File: config.mk
export PLATFORM = sky130hd
export DESIGN_NAME = io_sys_update_emu
export DESIGN_NICKNAME = d
export VERILOG_FILES = /design/src/rtl/io_sys_update_pkg.sv /design/src/rtl/io_sys_update_emu_wdt.sv /design/src/rtl/io_sys_update_emu.sv
export SDC_FILE = /design/constraint.sdc
export NUM_CORES = 1
export LEC_CHECK = 0
export CAP_MARGIN = 0
export CORE_AREA = 2 2 144 132
export CTS_BUF_LIST = sky130_fd_sc_hd__clkbuf_8
export DETAILED_ROUTE_END_ITERATION = 6
export DIE_AREA = 0 0 146 134
export PLACE_DENSITY = 0.82
export SETUP_SLACK_MARGIN = 0.4
export SKIP_LAST_GASP = 1
export SLEW_MARGIN = 40
export SYNTH_ARGS = -nofsm -noshare
export SYNTH_HDL_FRONTEND = slang
export SYNTH_HIERARCHICAL = 1
export SYNTH_SLANG_ARGS = --single-unit
export TNS_END_PERCENT = 20
File: constraint.sdc
create_clock -name AClkH -period 2.9 [get_ports AClkH]
set_input_delay 0.29 -clock AClkH [delete_from_list [all_inputs] [get_ports AClkH]]
set_output_delay 0.29 -clock AClkH [all_outputs]
set_load 0.005 [all_outputs]
File: src/rtl/io_sys_update_pkg.sv
// rtl/io_sys_update_pkg.sv - shared types and constants for the remote-update parameter emulator
package io_sys_update_pkg;

    // Parameter select codes
    localparam logic [2:0] IParCause = 3'd0;
    localparam logic [2:0] IParWdVal = 3'd2;
    localparam logic [2:0] IParWdEn  = 3'd3;
    localparam logic [2:0] IParAddr  = 3'd4;
    localparam logic [2:0] IParMode  = 3'd5;

    // Read source codes
    localparam logic [1:0] ISrcCur   = 2'd0;
    localparam logic [1:0] ISrcPrev1 = 2'd1;
    localparam logic [1:0] ISrcInput = 2'd2;
    localparam logic [1:0] ISrcPrev2 = 2'd3;

    // Reconfiguration cause codes
    localparam logic [4:0] CCauseUser = 5'h01;
    localparam logic [4:0] CCauseWd   = 5'h04;

    localparam logic [1:0] CModeFactory = 2'd0;
    localparam logic [1:0] CModeApp     = 2'd1;

    typedef struct packed {
        logic [4:0]  cause;
        logic [11:0] wd_val;
        logic        wd_en;
        logic [31:0] addr;
        logic [1:0]  mode;
    } param_set_t;

    // Factory image description with a given boot address and cause
    function automatic param_set_t factory_set(input logic [31:0] addr, input logic [4:0] cause);
        param_set_t s;
        s.cause  = cause;
        s.wd_val = 12'd0;
        s.wd_en  = 1'b0;
        s.addr   = addr;
        s.mode   = CModeFactory;
        return s;
    endfunction

    // Zero-extended view of one field; unused selects read as zero
    function automatic logic [31:0] field_read(input param_set_t s, input logic [2:0] p);
        logic [31:0] r;
        r = '0;
        case (p)
            IParCause: r = {27'd0, s.cause};
            IParWdVal: r = {20'd0, s.wd_val};
            IParWdEn:  r = {31'd0, s.wd_en};
            IParAddr:  r = s.addr;
            IParMode:  r = {30'd0, s.mode};
            default:   r = '0;
        endcase
        return r;
    endfunction

endpackage

File: src/rtl/io_sys_update_emu_wdt.sv
// rtl/io_sys_update_emu_wdt.sv - watchdog counter with kick, restart and single-cycle expiry
module io_sys_update_emu_wdt #(
    parameter int CWdShift = 8
) (
    input  logic        clk_i,
    input  logic        rst_i,
    input  logic        en_i,
    input  logic        clr_i,
    input  logic [11:0] val_i,
    output logic        expire_o
);

    localparam int CW = 12 + CWdShift;

    logic [CW-1:0] cnt_q;
    logic [CW-1:0] cnt_d;

    // A zero timeout disables expiry entirely
    assign expire_o = en_i & (val_i != 12'd0) & (cnt_q == {val_i, {CWdShift{1'b0}}});

    // Count while enabled; kick, restart or expiry returns the counter to zero
    always_comb begin
        cnt_d = cnt_q + CW'(1);
        if (!en_i || clr_i || expire_o) begin
            cnt_d = '0;
        end
    end

    // Counter register
    always_ff @(posedge clk_i) begin
        if (rst_i) begin
            cnt_q <= '0;
        end else begin
            cnt_q <= cnt_d;
        end
    end

endmodule

File: src/rtl/io_sys_update_emu.sv
// rtl/io_sys_update_emu.sv - remote-system-update parameter responder with reconfig and watchdog emulation
module io_sys_update_emu
    import io_sys_update_pkg::*;
#(
    parameter int unsigned CBusyLat      = 4,
    parameter logic [31:0] CBootAddrFact = 32'h0000_0000,
    parameter int          CWdShift      = 8
) (
    input  logic        AClkH,
    input  logic        AResetH,
    input  logic        ARdParam,
    input  logic        AWrParam,
    input  logic [2:0]  AParam,
    input  logic [1:0]  ASrc,
    input  logic [31:0] ADataIn,
    output logic [31:0] ADataOut,
    output logic        ABusy,
    input  logic        AReconfig,
    input  logic        AResetTimer,
    output logic        AReconfigReq,
    output logic        AWdTimeout,
    output logic [31:0] ABootAddr
);

    localparam logic [3:0] BusyLat = 4'(CBusyLat);

    param_set_t cur_q, cur_d;
    param_set_t prev1_q, prev1_d;
    param_set_t prev2_q, prev2_d;
    param_set_t inp_q, inp_d;
    param_set_t src_set;

    logic [3:0]  busy_cnt_q, busy_cnt_d;
    logic        pend_q, pend_d;
    logic        recfg_prev_q;
    logic [31:0] data_out_q, data_out_d;
    logic        req_q, wdto_q;
    logic [31:0] boot_addr_q;

    logic idle;
    logic recfg_rise;
    logic wd_active;
    logic wd_fire;
    logic user_fire;
    logic acc_ok;
    logic wr_go;
    logic rd_go;

    assign idle       = (busy_cnt_q == 4'd0);
    assign recfg_rise = AReconfig & ~recfg_prev_q;
    assign wd_active  = cur_q.wd_en & (cur_q.mode == CModeApp);
    // Watchdog beats a pending user reconfig; either one beats a host access
    assign user_fire  = pend_q & idle & ~wd_fire;
    assign acc_ok     = idle & ~pend_q & ~wd_fire;
    assign wr_go      = acc_ok & AWrParam;
    assign rd_go      = acc_ok & ARdParam & ~AWrParam;

    assign ABusy        = ~idle | (ARdParam | AWrParam);
    assign ADataOut     = data_out_q;
    assign AReconfigReq = req_q;
    assign AWdTimeout   = wdto_q;
    assign ABootAddr    = boot_addr_q;

    io_sys_update_emu_wdt #(
        .CWdShift (CWdShift)
    ) u_wdt (
        .clk_i    (AClkH),
        .rst_i    (AResetH),
        .en_i     (wd_active),
        .clr_i    (AResetTimer | user_fire),
        .val_i    (cur_q.wd_val),
        .expire_o (wd_fire)
    );

    // Pick the parameter set addressed by the read source
    always_comb begin
        src_set = cur_q;
        case (ASrc)
            ISrcCur:   src_set = cur_q;
            ISrcPrev1: src_set = prev1_q;
            ISrcInput: src_set = inp_q;
            ISrcPrev2: src_set = prev2_q;
            default:   src_set = cur_q;
        endcase
    end

    // Next state: set history shifts, staged writes, busy timer, read data, pending flag
    always_comb begin
        cur_d      = cur_q;
        prev1_d    = prev1_q;
        prev2_d    = prev2_q;
        inp_d      = inp_q;
        busy_cnt_d = idle ? 4'd0 : busy_cnt_q - 4'd1;
        data_out_d = data_out_q;
        pend_d     = pend_q | recfg_rise;

        if (wd_fire) begin
            prev2_d    = prev1_q;
            prev1_d    = cur_q;
            cur_d      = factory_set(CBootAddrFact, CCauseWd);
            busy_cnt_d = BusyLat;
            pend_d     = 1'b0;
        end else if (user_fire) begin
            prev2_d    = prev1_q;
            prev1_d    = cur_q;
            cur_d      = inp_q;
            cur_d.mode = CModeApp;
            cur_d.cause = CCauseUser;
            busy_cnt_d = BusyLat;
            pend_d     = 1'b0;
        end else if (wr_go) begin
            busy_cnt_d = BusyLat;
            case (AParam)
                IParWdVal: inp_d.wd_val = ADataIn[11:0];
                IParWdEn:  inp_d.wd_en  = ADataIn[0];
                IParAddr:  inp_d.addr   = ADataIn;
                IParMode:  inp_d.mode   = ADataIn[1:0];
                default:   inp_d        = inp_q;
            endcase
        end else if (rd_go) begin
            busy_cnt_d = BusyLat;
            data_out_d = field_read(src_set, AParam);
        end
    end

    // State registers and registered outputs
    always_ff @(posedge AClkH) begin
        if (AResetH) begin
            cur_q        <= factory_set(CBootAddrFact, 5'd0);
            prev1_q      <= factory_set(CBootAddrFact, 5'd0);
            prev2_q      <= factory_set(CBootAddrFact, 5'd0);
            inp_q        <= factory_set(CBootAddrFact, 5'd0);
            busy_cnt_q   <= 4'd0;
            pend_q       <= 1'b0;
            recfg_prev_q <= 1'b0;
            data_out_q   <= 32'd0;
            req_q        <= 1'b0;
            wdto_q       <= 1'b0;
            boot_addr_q  <= CBootAddrFact;
        end else begin
            cur_q        <= cur_d;
            prev1_q      <= prev1_d;
            prev2_q      <= prev2_d;
            inp_q        <= inp_d;
            busy_cnt_q   <= busy_cnt_d;
            pend_q       <= pend_d;
            recfg_prev_q <= AReconfig;
            data_out_q   <= data_out_d;
            req_q        <= wd_fire | user_fire;
            wdto_q       <= wd_fire;
            boot_addr_q  <= cur_d.addr;
        end
    end

endmodule
After elaboration in Yosys (flattened, before gate mapping) --
Index checks and enable logic that the tools add are counted.
Word-level totals: bits in registers 258, bits in latches 0, RAM bits 0, bits in read-only memories 0, bits of input ports 43, output and inout bits 67, word-level logic and storage cells 90, memories 0
Cells by class: $add $sub $neg 2, multiply operators 0, divide/modulo/power cells 0, order comparisons 0, equal/unequal tests 8, shift operators 0, mux-type cells 13, bitwise logic cells 23, reductions and logical operators 17
Operators with widths (count):
- $mux W52 | 4
- $pmux W52 S4 | 1
- $pmux W32 S5 | 1
- $mux W50 | 2
- $add A20 B1 Y20 const B | 1
- $eq A20 B20 Y1 | 1
- $reduce_and A4 Y1 | 5
- $mux W3 | 5
- $reduce_bool A12 Y1 | 1
- $and A1 B1 Y1 | 11
- $not A1 Y1 | 7
- $eq A3 B2 Y1 const B | 2
- $eq A3 B3 Y1 const B | 2
- $reduce_or A6 Y1 | 1
- $or A1 B1 Y1 | 5
- $eq A2 B2 Y1 const B | 2
- $logic_not A4 Y1 | 1
- $reduce_or A2 Y1 | 2
- $sub A4 B1 Y4 const B | 1
- $logic_not A3 Y1 | 1
- $reduce_or A3 Y1 | 1
- $eq A2 B1 Y1 const B | 1
- $logic_not A2 Y1 | 1
- $logic_or A1 B1 Y1 | 2
- other kinds (2) | 2

Logic depth before layout (Yosys ltp) --
depth in word-level cells 11, depth in mapped cells 11, gate-level depth less buffers 8

By module --
Netlist, hierarchy kept.
By module, submodules not included:
- io_sys_update_emu | instances 1, cells an instance 1082, area an instance 9451.6 um^2, sequential area each 4564.4 um^2
- io_sys_update_emu_wdt | instances 1, cells an instance 125, area an instance 1063.5 um^2, sequential area each 400.4 um^2

Worst setup path before layout --
Ideal clock, no wire load.
kind reg2reg, start reg u_wdt.cnt_q[15], end reg boot_addr_q[24] (netlist: ABootAddr[24]), setup time 0.132 ns, arrival time 2.109 ns, data required time 2.768 ns, setup slack 0.659 ns, cell stages (with the launch flop) 11, buffers on the path 4, period minus slack after synthesis 2.241 ns, cells stage by stage dfxtp_1 xor2_1 nor4_1 nand3_1 nor3_1 buf_6 or2_1 clkbuf_1 clkbuf_1 clkbuf_1 a21oi_1
On the way: longest elaborated chain between the ends 4, elaborated cells on any way between the ends 5, those cells by class eq/ne (1); bitwise (3); reduce/logical (1)
Ends and longest elaborated chain:
- start, declared | RTL line io_sys_update_emu_wdt.sv:15 | logic [CW-1:0] cnt_q;
- start signal, assigned | RTL line io_sys_update_emu_wdt.sv:34 | cnt_q <= cnt_d;
- $eq A20 B20 Y1 (*) | RTL line io_sys_update_emu_wdt.sv:19 | assign expire_o = en_i & (val_i != 12'd0) & (cnt_q == {val_i, {CWdShift{1'b0}}});
- $and A1 B1 Y1 (*) | RTL line io_sys_update_emu_wdt.sv:19
- named net wd_fire | RTL line io_sys_update_emu.sv:43 | logic wd_fire;
- $not A1 Y1 (no line)
- $and A1 B1 Y1 | RTL line io_sys_update_emu.sv:53 | assign user_fire = pend_q & idle & ~wd_fire;
- end signal, assigned | RTL line io_sys_update_emu.sv:139 | boot_addr_q <= CBootAddrFact;
- end signal, assigned | RTL line io_sys_update_emu.sv:151 | boot_addr_q <= cur_d.addr;
- end, declared | RTL line io_sys_update_emu.sv:38 | logic [31:0] boot_addr_q;
Mark *: on every way through the listed nets, which the timed path passes. The rest lies on a longest branch. A chain may end at the register's enable or synchronous reset.

Worst setup path after layout --
start reg cur_q[42] (netlist name), end reg inp_q[39] (netlist name)
On the way: longest elaborated chain between the ends 7, elaborated cells on any way between the ends 10, those cells by class eq/ne (1); bitwise (7); reduce/logical (2)
Ends and longest elaborated chain:
- start, declared | RTL line io_sys_update_emu.sv:27 | param_set_t cur_q, cur_d;
- start signal, assigned | RTL line io_sys_update_emu.sv:129 | cur_q <= factory_set(CBootAddrFact, 5'd0);
- start signal, assigned | RTL line io_sys_update_emu.sv:141 | cur_q <= cur_d;
- $reduce_bool A12 Y1 | RTL line io_sys_update_emu_wdt.sv:19
- $and A1 B1 Y1 | RTL line io_sys_update_emu_wdt.sv:19
- $and A1 B1 Y1 (*) | RTL line io_sys_update_emu_wdt.sv:19
- named net wd_fire | RTL line io_sys_update_emu.sv:43
- $not A1 Y1 (no line) (*)
- $and A1 B1 Y1, on equally long branches | RTL line io_sys_update_emu.sv:54, io_sys_update_emu.sv:53
- $and A1 B1 Y1 or $not A1 Y1 (tied branches)
- $reduce_and A4 Y1 (no line) (*)
- end signal, assigned | RTL line io_sys_update_emu.sv:132 | inp_q <= factory_set(CBootAddrFact, 5'd0);
- end signal, assigned | RTL line io_sys_update_emu.sv:144 | inp_q <= inp_d;
- end, declared | RTL line io_sys_update_emu.sv:30 | param_set_t inp_q, inp_d;
Marks and branches as above.

==> reports/summary.txt <==
Status - complete, no violations
Clock tree sinks - 248
Largest net degree at the start of global routing - 98
Post-synthesis cell type count - 48
# port buffers - 109
First-pass GRT wire length - 43.9 mm
HP Class - in -> reg
Reg2Reg Depth - 10
Post-synth top area share - 0.472
Synthesized area - 10500 µm²
Via count - 9054
Antenna violations before repair - 0
CTS buffer count - 40
Final ANT Viol Nets - 0
Cell Int Power - 0.00547 W
Ys async rst share - 0
Remaining DRCs - 0
N_diodes - 0
Io pins - 110
DRT Wirelength - 27.9 mm
# hold bufs at CTS - 0
Final slew viol count - 0
Max FO, Critical Path - 12
Area grow syn2layout - 18.5%
Skew final - 26.2 ps
Crit path DAT - 2910 ps
Crit path kind - reg -> reg
Total power - 0.00764 W
Area leader, netlist - dfxtp_1
RSZ-0062 raised after global routing - yes
Sum Neg Setup Slack - 0 ps
Synth area leaders - dfxtp_1 (47%), nand2_1 (13%), mux4_2 (9.6%)
Worst Hold Path EP - prev1_q[37]$_SDFFE_PP0P_
Max VDD drop - 0.410 mV
Slew headroom - 0.485
Die H - 134 µm
Vias/cell - 5.86
Worst setup SP type - flip-flop
Sequential share of power - 0.461
Average wire per standard cell - 18.1 µm
Die ar. - 19600 µm²
Endpoints failing setup - 0
Root Buffer - clkbuf_8
Worst hold path depth - 2
FF-to-FF setup slack - 390 ps
Final nets - 1321
Most common cell in the netlist - nand2_1
Net Count, Synth - 1253
Post-Syn Instances - 1207
Placed cell area - 11500 µm²
HP Start - AResetH
Maximum Capacitance Violations - 0
Hold Vio Cnt, Final - 0
Clock Pin Slew Worst Setup and Hold Paths - 60 ps
Gate power share - 0.150
Share of cells above drive strength 1 - 0.128
Yosys reg bits - 248
Yosys warns - 6
Net Sw Frac - 0.284
Design area - 12500 µm²
Sequential share of the synthesized area - 0.472
Site row count - 47
Remaining Overflow, GRT - 0
Cell Pwr Density - 614 nW/µm²
Die X - 146 µm
Fmax - 399 MHz
Slew @ Worst Pin - 765 ps
Clk buf depth - 3
Vias in the first global route - 8683
Detailed placement HPWL - 16.9 mm
CP Capture Type - flip-flop
Routability cong. - 0.947
Total GRT Usage - 0.278
Worst slack at placement - 177 ps
Avg Cell Area, Syn - 8.71 µm²
Clock share of power - 0.388
Setup WS post-layout - 391 ps
Hold slack - 45.3 ps
Fin crit share - 0.865
DRT Pass-1 Iters - 5
Commonest cells post-synth - nand2_1 (369), dfxtp_1 (248), a21oi_1 (178), nor2_1 (69), clkbuf_1 (52)
Worst skew pair latency - 540 ps
EDFF count, synth - 0
CORE AREA - 18100 µm²
Initial DRC Count - 782
Sw power - 0.00217 W
Initial Utilization - 0.581
CTS H-Tree Depth - 2
Minimum clock period - 2510 ps
Most used DFF post-synth - dfxtp_1
Leakage - 4.28 nW
Reg2Reg Capture Point - inp_q[39]$_SDFFE_PP0P_
Worst path required time - 3300 ps
CTS tree - built
R2r startpoint - cur_q[42]$_SDFFE_PP0N_
-- per-layer routing --
metal	global-route usage	up-vias	wire (µm)
met2	0.466	414	13600
met3	0.0503	63	2240
met1	0.358	4386	11400
met4	0.119	0	713
met5	0	-	0
li1	-	4191	-
-- flip-flops by register name (all words and copies together), names as in the netlist --
signal,cells
AReconfigReq,1
prev2_q,47
u_wdt/cnt_q,20
recfg_prev_q,1
prev1_q,47
ADataOut,32
pend_q,1
cur_q,15
busy_cnt_q,4
AWdTimeout,1
inp_q,47
ABootAddr,32
-- metrics by stage --
stage               utilization  instances
global route              0.688       1545
floorplan                     -       1207
CTS                       0.681       1537
detailed placement        0.636       1467
global placement          0.635       1467
finish                    0.688       1545
-- worst max path at each step --
stage	startpoint	endpoint	slack, ps	depth (start not counted)
after floorplan	u_wdt/cnt_q[15]$_SDFF_PP0_	ABootAddr[24]$_SDFFE_PP0N_	660	10
after global placement	cur_q[38]$_SDFFE_PP0N_	ADataOut[21]$_SDFFE_PP0P_	280	9
after detailed placement	cur_q[42]$_SDFFE_PP0N_	ADataOut[16]$_SDFFE_PP0P_	180	9
after CTS	busy_cnt_q[0]$_SDFF_PP0_	ABusy	270	5
after global routing	cur_q[42]$_SDFFE_PP0N_	inp_q[46]$_SDFFE_PP0P_	250	10
final	cur_q[42]$_SDFFE_PP0N_	inp_q[39]$_SDFFE_PP0P_	390	10
-- power by group through the flow --
| stage | combinational, W | clock [W] | sequential, W |
|---|---|---|---|
| global route | 0.00122 | 0.00315 | 0.00353 |
| CTS | 0.00103 | 0.00302 | 0.00352 |
| global placement | 0.000971 | 0 | 0.00359 |
| detailed placement | 0.000989 | 0 | 0.00359 |
| floorplan | 0.000653 | 0 | 0.00358 |
| finish | 0.00115 | 0.00297 | 0.00353 |
-- kinds of logic (layout without fill, tap and decap cells) --
family          after synthesis  after routing  synth area share
simple gates                503            505             0.200
flops                       248            248             0.472
compound gates              230            230             0.121
buf+inv                     129            220            0.0638
mux                          64             64             0.115
xor+xnor                     30             30            0.0250
fa+ha+maj                     3              3           0.00357
-- repair_timing --
| action | CTS | global route |
|---|---|---|
| pin swaps | 1 | 7 |
| gates resized for setup | 3 | 14 |
| setup buffers | 2 | 7 |
| cloned | 1 | 1 |
| setup endpoints to repair | 119 | 173 |
| endpoints found under the hold margin | 0 | 0 |
-- worst max-delay path, stage by stage (launching register included) --
cell	delay (ps)
dfxtp_1	450
xor2_1	140
nor4_2	360
nand3_2	160
nor3_1	180
buf_4	230
nor2_2	100
nand4_1	100
buf_4	300
mux2i_1	250
nor2_1	70
-- cell usage in the layout, fill, tap and decap left out, types with 3 or more instances in the layout --
cell type / Yosys / routed
nand2_1: 369 / 369
dfxtp_1: 248 / 246
a21oi_1: 178 / 178
clkdlybuf4s50_1: 0 / 106
nor2_1: 69 / 68
clkbuf_8: 0 / 53
mux4_2: 45 / 45
buf_4: 32 / 32
a22oi_1: 31 / 31
xor2_1: 19 / 19
inv_1: 8 / 18
mux2i_1: 16 / 16
xnor2_1: 11 / 11
o21ai_1: 10 / 10
nand4_1: 9 / 9
nor3_1: 9 / 9
nand3_1: 10 / 9
nor3b_1: 4 / 4
nor4_2: 0 / 4
nor2b_1: 3 / 3
ha_1: 3 / 3
clkinv_2: 0 / 3
buf_6: 4 / 3
buf_12: 0 / 3
nor4_1: 8 / 3
-- final cells by class --
| cell class | count | area (µm²) |
|---|---|---|
| Clock buffer | 53 | 729 |
| Clock inverter | 14 | 61.3 |
| Fill cell | 1417 | 5660 |
| Inverter | 8 | 30.0 |
| Multi-Input combinational cell | 832 | 4960 |
| Sequential cell | 248 | 4970 |
| Tap cell | 245 | 307 |
| Timing Repair Buffer | 145 | 1400 |
(Power assumes the default switching activity.)
